[src/rtl/result_mem_arbiter_pkg.sv]
// -----------------------------------------------------------------------------
// result_mem_arbiter_pkg
// Shared definitions for the result-memory arbiter, the matrix controller and
// the ALU. It holds the arbiter state encoding and the default geometry of the
// result matrix, which is 4 columns x 4 rows of DATA_W-bit words.
// -----------------------------------------------------------------------------
package result_mem_arbiter_pkg;

  // Records the last granted SRAM operation.
  typedef enum logic [1:0] {
    IDLE = 2'b00,
    WR   = 2'b01,
    RD   = 2'b10
  } arb_state_e;

  localparam int DEF_DATA_W        = 32;
  localparam int DEF_ADDR_W        = 4;
  localparam int DEF_NUM_RESULTS   = 16;
  localparam int DEF_MAX_WR_STREAK = 3;

endpackage

[src/rtl/result_mem_arbiter_wb_fifo.sv]
// -----------------------------------------------------------------------------
// wb_fifo
// A 2-entry write-back FIFO that holds ALU results until the arbiter grants
// them an SRAM write slot.
//
// Ports
//   clk_i    system clock
//   rst_ni   asynchronous active-low reset (pointers and count only)
//   clr_i    synchronous clear; it wins over a push or pop in the same cycle
//   push_i   push request; accepted only when the FIFO is not full
//   data_i   word to push
//   pop_i    pop request; ignored when the FIFO is empty
//   data_o   head of the FIFO; valid while empty_o is low
//   empty_o  no entries held
//   full_o   both entries held
// -----------------------------------------------------------------------------
module wb_fifo #(
  parameter int DATA_W = 32
) (
  input  logic              clk_i,
  input  logic              rst_ni,
  input  logic              clr_i,
  input  logic              push_i,
  input  logic [DATA_W-1:0] data_i,
  input  logic              pop_i,
  output logic [DATA_W-1:0] data_o,
  output logic              empty_o,
  output logic              full_o
);

  logic [DATA_W-1:0] mem_q [2];
  logic              rd_ptr_q, rd_ptr_d;
  logic              wr_ptr_q, wr_ptr_d;
  logic [1:0]        cnt_q, cnt_d;
  logic              do_push, do_pop;

  assign full_o  = (cnt_q == 2'd2);
  assign empty_o = (cnt_q == 2'd0);
  assign data_o  = mem_q[rd_ptr_q];

  // A push into a full FIFO is refused even when a pop happens in the same
  // cycle, so the producer only needs to look at full_o.
  assign do_push = push_i && !full_o;
  assign do_pop  = pop_i && !empty_o;

  always_comb begin
    rd_ptr_d = rd_ptr_q;
    wr_ptr_d = wr_ptr_q;
    cnt_d    = cnt_q;
    if (clr_i) begin
      rd_ptr_d = 1'b0;
      wr_ptr_d = 1'b0;
      cnt_d    = 2'd0;
    end else begin
      if (do_push) wr_ptr_d = ~wr_ptr_q;
      if (do_pop)  rd_ptr_d = ~rd_ptr_q;
      case ({do_push, do_pop})
        2'b10:   cnt_d = cnt_q + 2'd1;
        2'b01:   cnt_d = cnt_q - 2'd1;
        default: cnt_d = cnt_q;
      endcase
    end
  end

  always_ff @(posedge clk_i or negedge rst_ni) begin
    if (!rst_ni) begin
      rd_ptr_q <= 1'b0;
      wr_ptr_q <= 1'b0;
      cnt_q    <= 2'd0;
    end else begin
      rd_ptr_q <= rd_ptr_d;
      wr_ptr_q <= wr_ptr_d;
      cnt_q    <= cnt_d;
    end
  end

  // Storage needs no reset because the count marks which entries are valid.
  always_ff @(posedge clk_i) begin
    if (do_push && !clr_i) mem_q[wr_ptr_q] <= data_i;
  end

endmodule

[src/rtl/result_mem_arbiter.sv]
// -----------------------------------------------------------------------------
// result_mem_arbiter
// Shares the single-port result SRAM between ALU write-back and host readout.
// ALU results are buffered in a 2-entry FIFO and written to sequential
// addresses 0..NUM_RESULTS-1, which fills the matrix column by column.
// wb_done pulses in the cycle that issues the last write of a matrix.
// Only one SRAM access is granted per cycle.
//
// Build option
//   WR_STREAK_LIMIT_EN  defined: a pending read waits for at most
//                       MAX_WR_STREAK consecutive write grants.
//                       undefined: writes have strict priority, so a read is
//                       granted only when the FIFO is empty.
//
// Ports
//   clk        system clock
//   rst        asynchronous active-low reset
//   start      new-matrix pulse; clears the FIFO, write pointer and streak
//   wr_valid   ALU result available
//   wr_data    ALU result word
//   wr_ready   FIFO not full
//   rd_req     host read request, held until rd_gnt
//   rd_addr    host read address
//   rd_gnt     read access issued this cycle
//   rd_valid   rd_data valid (the cycle after rd_gnt)
//   rd_data    read data (passthrough of mem_rdata)
//   mem_csn    SRAM chip select, active low
//   mem_web    SRAM write enable, active low
//   mem_addr   SRAM address
//   mem_wdata  SRAM write data (FIFO head)
//   mem_rdata  SRAM read data, one cycle after the read access
//   wb_done    pulse with the NUM_RESULTS-th write
// -----------------------------------------------------------------------------
module result_mem_arbiter
  import result_mem_arbiter_pkg::*;
#(
  parameter int DATA_W        = DEF_DATA_W,
  parameter int ADDR_W        = DEF_ADDR_W,
  parameter int NUM_RESULTS   = DEF_NUM_RESULTS,
  parameter int MAX_WR_STREAK = DEF_MAX_WR_STREAK
) (
  input  logic              clk,
  input  logic              rst,
  input  logic              start,
  input  logic              wr_valid,
  input  logic [DATA_W-1:0] wr_data,
  output logic              wr_ready,
  input  logic              rd_req,
  input  logic [ADDR_W-1:0] rd_addr,
  output logic              rd_gnt,
  output logic              rd_valid,
  output logic [DATA_W-1:0] rd_data,
  output logic              mem_csn,
  output logic              mem_web,
  output logic [ADDR_W-1:0] mem_addr,
  output logic [DATA_W-1:0] mem_wdata,
  input  logic [DATA_W-1:0] mem_rdata,
  output logic              wb_done
);

  localparam logic [ADDR_W-1:0] LAST_ADDR = ADDR_W'(NUM_RESULTS - 1);

  logic              fifo_empty, fifo_full;
  logic [DATA_W-1:0] fifo_head;
  logic              wr_pend, rd_win, wr_win;
  logic [ADDR_W-1:0] wr_ptr_q, wr_ptr_d;
  arb_state_e        state_q, state_d;

  wb_fifo #(
    .DATA_W (DATA_W)
  ) u_wb_fifo (
    .clk_i   (clk),
    .rst_ni  (rst),
    .clr_i   (start),
    .push_i  (wr_valid),
    .data_i  (wr_data),
    .pop_i   (wr_win),
    .data_o  (fifo_head),
    .empty_o (fifo_empty),
    .full_o  (fifo_full)
  );

  assign wr_pend   = !fifo_empty;
  assign wr_win    = wr_pend && !rd_win;
  assign wr_ready  = !fifo_full;
  assign mem_wdata = fifo_head;
  assign rd_data   = mem_rdata;
  assign rd_valid  = (state_q == RD);

`ifdef WR_STREAK_LIMIT_EN
  localparam int                  STREAK_W   = $clog2(MAX_WR_STREAK + 1);
  localparam logic [STREAK_W-1:0] STREAK_MAX = STREAK_W'(MAX_WR_STREAK);

  logic [STREAK_W-1:0] streak_q, streak_d;

  // The read takes the slot once the writes have used up their streak.
  assign rd_win = rd_req && (!wr_pend || (streak_q == STREAK_MAX));

  // The streak only counts writes that make a read wait. Any cycle without a
  // read request starts a fresh streak.
  always_comb begin
    streak_d = streak_q;
    if (start || rd_win || !rd_req) begin
      streak_d = '0;
    end else if (wr_win && (streak_q != STREAK_MAX)) begin
      streak_d = streak_q + 1'b1;
    end
  end

  always_ff @(posedge clk or negedge rst) begin
    if (!rst) streak_q <= '0;
    else      streak_q <= streak_d;
  end
`else
  logic unused_streak_cfg;

  assign rd_win            = rd_req && !wr_pend;
  assign unused_streak_cfg = (MAX_WR_STREAK != 0);
`endif

  // Grant decode and next state. The state only remembers the last granted
  // operation, so it needs no transition table.
  always_comb begin
    state_d  = IDLE;
    mem_csn  = 1'b1;
    mem_web  = 1'b1;
    mem_addr = wr_ptr_q;
    rd_gnt   = 1'b0;
    wb_done  = 1'b0;
    wr_ptr_d = wr_ptr_q;
    if (rd_win) begin
      state_d  = RD;
      mem_csn  = 1'b0;
      mem_addr = rd_addr;
      rd_gnt   = 1'b1;
    end else if (wr_win) begin
      state_d  = WR;
      mem_csn  = 1'b0;
      mem_web  = 1'b0;
      if (wr_ptr_q == LAST_ADDR) begin
        wb_done  = 1'b1;
        wr_ptr_d = '0;
      end else begin
        wr_ptr_d = wr_ptr_q + 1'b1;
      end
    end
    // start clears the pointer but leaves the state alone, so a read granted
    // in the start cycle still returns rd_valid.
    if (start) wr_ptr_d = '0;
  end

  always_ff @(posedge clk or negedge rst) begin
    if (!rst) begin
      state_q  <= IDLE;
      wr_ptr_q <= '0;
    end else begin
      state_q  <= state_d;
      wr_ptr_q <= wr_ptr_d;
    end
  end

endmodule
[config.mk]
export PLATFORM = sky130hd
export DESIGN_NAME = result_mem_arbiter
export DESIGN_NICKNAME = d
export VERILOG_FILES = /design/src/rtl/result_mem_arbiter_pkg.sv /design/src/rtl/result_mem_arbiter_wb_fifo.sv /design/src/rtl/result_mem_arbiter.sv
export SDC_FILE = /design/constraint.sdc
export NUM_CORES = 1
export LEC_CHECK = 0
export BUFFER_PORTS_ARGS = -buffer_cell sky130_fd_sc_hd__buf_2
export CORE_ASPECT_RATIO = 0.5
export CORE_UTILIZATION = 42
export CTS_CLUSTER_DIAMETER = 100
export DETAILED_ROUTE_END_ITERATION = 7
export PLACE_DENSITY = 0.79
export SYNTH_ARGS = -nofsm -noshare
export SYNTH_HDL_FRONTEND = slang
export SYNTH_SLANG_ARGS = --single-unit
[constraint.sdc]
create_clock -name clk -period 3.3 [get_ports clk]
set_input_delay 0.33 -clock clk [delete_from_list [all_inputs] [get_ports clk]]
set_output_delay 0.33 -clock clk [all_outputs]
set_load 0.02 [all_outputs]
==> results.yml, run 1 <==
die:
  row_count: 21
  io_pins: 147
  chipHeight_um: 62.47
  die_x_um: 122.9
  start_util: 0.4462
  die-area_mm2: 0.007680
  core_mm2: 0.006884
worst_setup_path:
  setup.worst_path.start_class: "register"
  path_buf_inv: 1
  required_ps: 2970
  crit_arrival_ps: 1680
  cpMaxStageDelayCell: "dfrtp_1"
  rr_worst_depth: 5
  crit_family: "simple AND/OR/NAND/NOR gates"
  r2r_slack_ps: 1460
  path_depth: 4
  critPathKind: "reg -> out"
  critPathMaxStageDelay_ps: 440
  r2r_end: "u_wb_fifo.mem_q[1][12]"
  cp_max_fo: 8
  end_kind: "output pin"
  path_cells: "nor2_4, and2_4, mux2_4, buf_2"
  rr_startpoint: "u_wb_fifo.cnt_q[1]"
sta:
  clock.fmax_ghz: 0.4966
  setup_slack_ps: 1286
  timing.final.hold_violations: 0
  fin_hold_ws_ps: 192.6
  tightest_slew_ps: 431.5
  worst_clock_skew_ps: 4.754
  timing.final.crit_period_ps: 2014
  max_slew_margin: 0.7123
  slew_viol_final: 0
  grt_setup_unrepaired: "false"
  tns_ps: 0
  setup_viol: 0
  fin_crit_sh: 0.6102
global_route:
  grt_antenna_before_repair: 0
  grt_usage: 0.1572
  grt_pass1_wl_um: 8776
  overflow: 0
  grt_max_degree: 34
  grt_pass1_vias: 1722
logic_synthesis:
  synth_cell_type_count: 23
  syn_area_per_cell_um2: 16.60
  synth_cells: 185
  ys_seq_area_frac: 0.7071
  synth_top_area_frac: 0.6257
  netlist.top_cell.by_area: "edfxtp_1"
  netlist_area_mm2: 0.003072
  syn_nets: 259
  ys_ff_latch: 74
  yosysWarnings: 0
  ys_top_cells_by_area: "edfxtp_1 63%, mux2_2 12%, dfrtp_1 8.1%"
status:
  status: "completed"
job:
  maxCapViolations: 0
detailed_routing:
  avgViaCountPerCell: 4.801
  wl_um: 5727
  ant_nets: 0
  drc: 0
  drt-pass1-iter-count: 4
  drt_iter0_markers: 76
  vias: 1637
  wire_per_inst_um: 16.79
clocking:
  clk_pin_slew_ps: 60
  worstSkewPairLatency_ps: 320
  cts_sinks: 74
  cts.htree.levels: 3
  cts_made_buffers: 9
  cts_tree: "done"
  post_cts.repair.setup_buffers: 0
  holdBufCountCts: 1
  cts_root_buf: "clkbuf_16"
  ctsResizeCount: 0
  cts_max_path_buffers: 2
placement:
  post-place-ws_ps: 1478
  hpwl_um: 4095
  gp_congestion: 0.7585
  io_buffers: 82
  place_inst: 324
  place_area_mm2: 0.003368
worst_hold_path:
  hold_class: "in -> reg"
  hp-start: "wr_data[29]"
  min_to: "u_wb_fifo.mem_q[1][29]"
  worstHoldPathCells: 1
final_layout:
  stdcell_count: 341
  final_nets: 318
  area_delta_synth_final_pct: 20.37
  fin_area_mm2: 0.003697
  diodes: 0
  drive_gt1_frac: 0.5622
power:
  power_density_mw_per_mm2: 621.9
  power_leakage_uw: 0.001458
  max-vdd-ir-drop_mv: 0.2912
## per-stage QoR
step,total power (µW),utilization
floorplan,1273,-
global placement,1293,0.4893
detailed placement,1301,0.4893
CTS,2318,0.5371
global route,2368,0.5371
finish,2299,0.5371
## cells in the mapped netlist
cell type  count
buf_4         32
ha_1           1
buf_2          3
a21oi_1        6
inv_1          3
o21ai_0        5
nor3_1         1
nor2b_1        2
dfrtp_1       10
nand2_1        5
xor2_1         2
nand3_1        1
or3b_1         1
nor2_4         1
buf_6          1
and2_4         1
edfxtp_1      64
mux2_2        32
or3_1          2
nor2_1         5
clkbuf_1       2
mux2_4         4
nor3b_1        1
## cell families after synthesis
family,Yosys count,share of synthesized area
flops,74,0.7071
buf+inv,41,0.09287
mux,36,0.1369
simple gates,20,0.03544
compound gates,11,0.01792
xor+xnor,2,0.005704
fa+ha+maj,1,0.004073
## worst max-delay path by stage
stage | startpoint | end | slack [ps]
2_1_floorplan | u_wb_fifo.cnt_q[1] | u_wb_fifo.mem_q[1][0] | 670
3_3_place_gp | u_wb_fifo.cnt_q[1] | u_wb_fifo.mem_q[1][27] | 1550
3_5_place_dp | u_wb_fifo.cnt_q[1] | u_wb_fifo.mem_q[1][28] | 1480
4_1_cts | u_wb_fifo.cnt_q[1] | mem_addr[0] | 1260
5_1_grt | u_wb_fifo.cnt_q[1] | mem_addr[0] | 1210
6_report | u_wb_fifo.cnt_q[1] | mem_addr[0] | 1290
## state kept, by name (all words and copies together), names as in the netlist
signal and flops:
u_wb_fifo.wr_ptr_q 1, u_wb_fifo.mem_q 64, wr_ptr_q 4, u_wb_fifo.rd_ptr_q 1, u_wb_fifo.cnt_q 2, state_q 2
## worst register-to-register path: cells and delay by family, from the launching register on
kind | cells | cell delay (ps)
AND/OR/NAND/NOR | 3 | 540
buffers and inverters | 2 | 510
flip-flops | 1 | 440
## placed cells by master, fill, tap and decap left out
cell / count
a21oi_1: 6
and2_4: 1
buf_2: 82
buf_4: 3
bufinv_16: 2
clkbuf_1: 1
clkbuf_16: 9
clkinv_2: 1
clkinv_4: 1
clkinvlp_4: 1
dfrtp_1: 10
dlygate4sd3_1: 1
edfxtp_1: 64
ha_1: 1
inv_1: 3
inv_6: 1
mux2_2: 32
mux2_4: 4
nand2_1: 5
nand3_1: 1
nor2_1: 5
nor2_4: 1
nor2b_1: 2
nor3_4: 1
nor3b_4: 1
o21ai_0: 5
or3_1: 2
or3b_1: 1
xor2_1: 2
## layer usage
| layer | global-route usage | share of wire |
|---|---|---|
| met3 | 0.04562 | 0.060 |
| met4 | 0.09756 | 0.039 |
| met2 | 0.2781 | 0.55 |
| met1 | 0.1645 | 0.35 |
| met5 | 0 | 0 |
## layout make-up
class | instances | area [µm²]
clock buffer | 10 | 229.0
inverter | 3 | 11.26
multi-input combinational | 70 | 636.9
sequential | 74 | 2172
clock inverter | 6 | 90.09
tap | 92 | 115.1
timing repair buffer | 86 | 442.9
fill | 539 | 3187
## report_power, final
part           total, µW  switching [µW]  leakage [µW]  internal, µW
registers           1070            11.3      0.000721          1050
logic                217             126      0.000584          90.8
clock network       1020             354      0.000153           664
(Power assumes the default switching activity.)
==> run 2, diff against run 1 <==
- CORE_UTILIZATION: 42 -> 44
- clock period: 3.3 -> 1.89 ns (I/O delays scaled with it)
==> results.yml, run 2 (synthesis results as in run 1) <==
sta:
  timing.final.crit_period_ps: 1815
  setup_viol: 0
  tightest_slew_ps: 258.5
  worst_clock_skew_ps: 4.824
  grt_setup_unrepaired: "false"
  fin_crit_sh: 0.9604
  max_slew_margin: 0.8258
  slew_viol_final: 0
  tns_ps: 0
  clock.fmax_ghz: 0.5509
  timing.final.hold_violations: 0
final_layout:
  utilization: 0.5588
  drive_gt1_frac: 0.5850
  reg_top3: "u_wb_fifo.mem_q x64, wr_ptr_q x4"
  layout_common_cells: "82 x buf_2, 64 x edfxtp_1, 32 x mux2_2"
  largest_reg_flops: 64
  area_delta_synth_final_pct: 22.36
  diodes: 0
  fin_area_mm2: 0.003759
  final_nets: 322
  top_register: "u_wb_fifo.mem_q"
  layout_commonest_cell: "buf_2"
  stdcell_count: 345
worst_hold_path:
  min_to: "u_wb_fifo.mem_q[0][1]"
  worstHoldPathCells: 1
  hold_class: "in -> reg"
  hp-start: "wr_data[1]"
placement:
  place_inst: 326
  io_buffers: 82
  hpwl_um: 4083
  place_area_mm2: 0.003413
  gp_congestion: 0.8004
detailed_routing:
  wire_per_inst_um: 17.29
  ant_nets: 0
  wl_um: 5965
  drc: 0
  vias: 1679
  avgViaCountPerCell: 4.867
  drt_iter0_markers: 94
  drt-pass1-iter-count: 5
global_route:
  grt_max_degree: 33
  grt_pass1_vias: 1693
  gr-usage-met2: 0.3177
  grt_antenna_before_repair: 0
  grt_pass1_wl_um: 8252
  busiest_layer: "met2"
  grt_usage: 0.1584
  gr-usage-met1: 0.1395
  grt_use_met3: 0.07222
  overflow: 0
worst_setup_path:
  path_cells: "nor2_4, and2_4, mux2_4, buf_2"
  cpMaxStageDelayCell: "dfrtp_2"
  r2r_slack_ps: 380
  crit_arrival_ps: 1630
  path_buf_inv: 1
  critPathMaxStageDelay_ps: 460
  critPathKind: "reg -> out"
  rr_worst_depth: 5
  setup.worst_path.start_class: "register"
  rr_startpoint: "u_wb_fifo.cnt_q[1]"
  r2r_end: "u_wb_fifo.mem_q[1][3]"
  cp_max_fo: 6
  required_ps: 1700
  end_kind: "output pin"
  crit_family: "flip-flops"
die:
  io_pins: 147
  start_util: 0.4567
  chipHeight_um: 61.08
  die-area_mm2: 0.007339
  die_x_um: 120.2
  row_count: 21
  core_mm2: 0.006726
clocking:
  worstSkewPairLatency_ps: 330
  cts_sinks: 74
  cts.htree.levels: 3
  cts_tree: "done"
  cts_root_buf: "clkbuf_16"
  clk_pin_slew_ps: 60
  cts_made_buffers: 9
  cts_max_path_buffers: 2
power:
  power_density_mw_per_mm2: 1073
  power_leakage_uw: 0.001481
  max-vdd-ir-drop_mv: 0.4423
job:
  maxCapViolations: 0
status:
  status: "completed"
[run 2: what timing repair did]
action	CTS	global route
endpoints found under the hold margin	10	0
setup endpoints to repair	0	4
hold buffers	1	0
buffers inserted	0	2
gates resized for setup	0	1
[run 2: how the worst max path moves through the flow]
stage | from | end | depth (start not counted)
after floorplan | u_wb_fifo.cnt_q[1] | u_wb_fifo.mem_q[1][0] | 4
after global placement | u_wb_fifo.cnt_q[0] | mem_addr[0] | 4
after detailed placement | u_wb_fifo.cnt_q[0] | mem_addr[3] | 4
after CTS | u_wb_fifo.cnt_q[1] | mem_addr[3] | 4
after global routing | u_wb_fifo.cnt_q[0] | mem_addr[3] | 4
final | u_wb_fifo.cnt_q[0] | mem_addr[3] | 4
[run 2: final cells by class]
cell class / count / area [µm²]
clock inverter: 6 / 90.09
inverter: 3 / 13.76
fill: 521 / 2968
clock buffer: 10 / 229.0
timing repair buffer: 90 / 485.5
tap: 92 / 115.1
sequential: 74 / 2173
multi-input combinational: 70 / 651.9
[run 2: metal layers]
layer	up-vias	share of wire	wire [µm]
met5	-	0	0
met4	0	0.025	151
met3	22	0.070	420
met2	66	0.58	3465
met1	821	0.32	1928
li1	770	-	-
[run 2: power by group]
group	switching, µW	internal, µW	leakage (µW)
clock network	624	1160	0.000153
registers	20.5	1840	0.000720
logic	222	168	0.000608
[run 2: metrics by stage]
step	setup WS (ps)	power, µW	hold WS [ps]
final	74.88	4035	49.20
after global routing	13.56	4156	31.49
after CTS	7.330	4059	36.12
after detailed placement	370.8	2277	59.41
after global placement	402.6	2263	54.50
after floorplan	-141.5	2227	-106.6
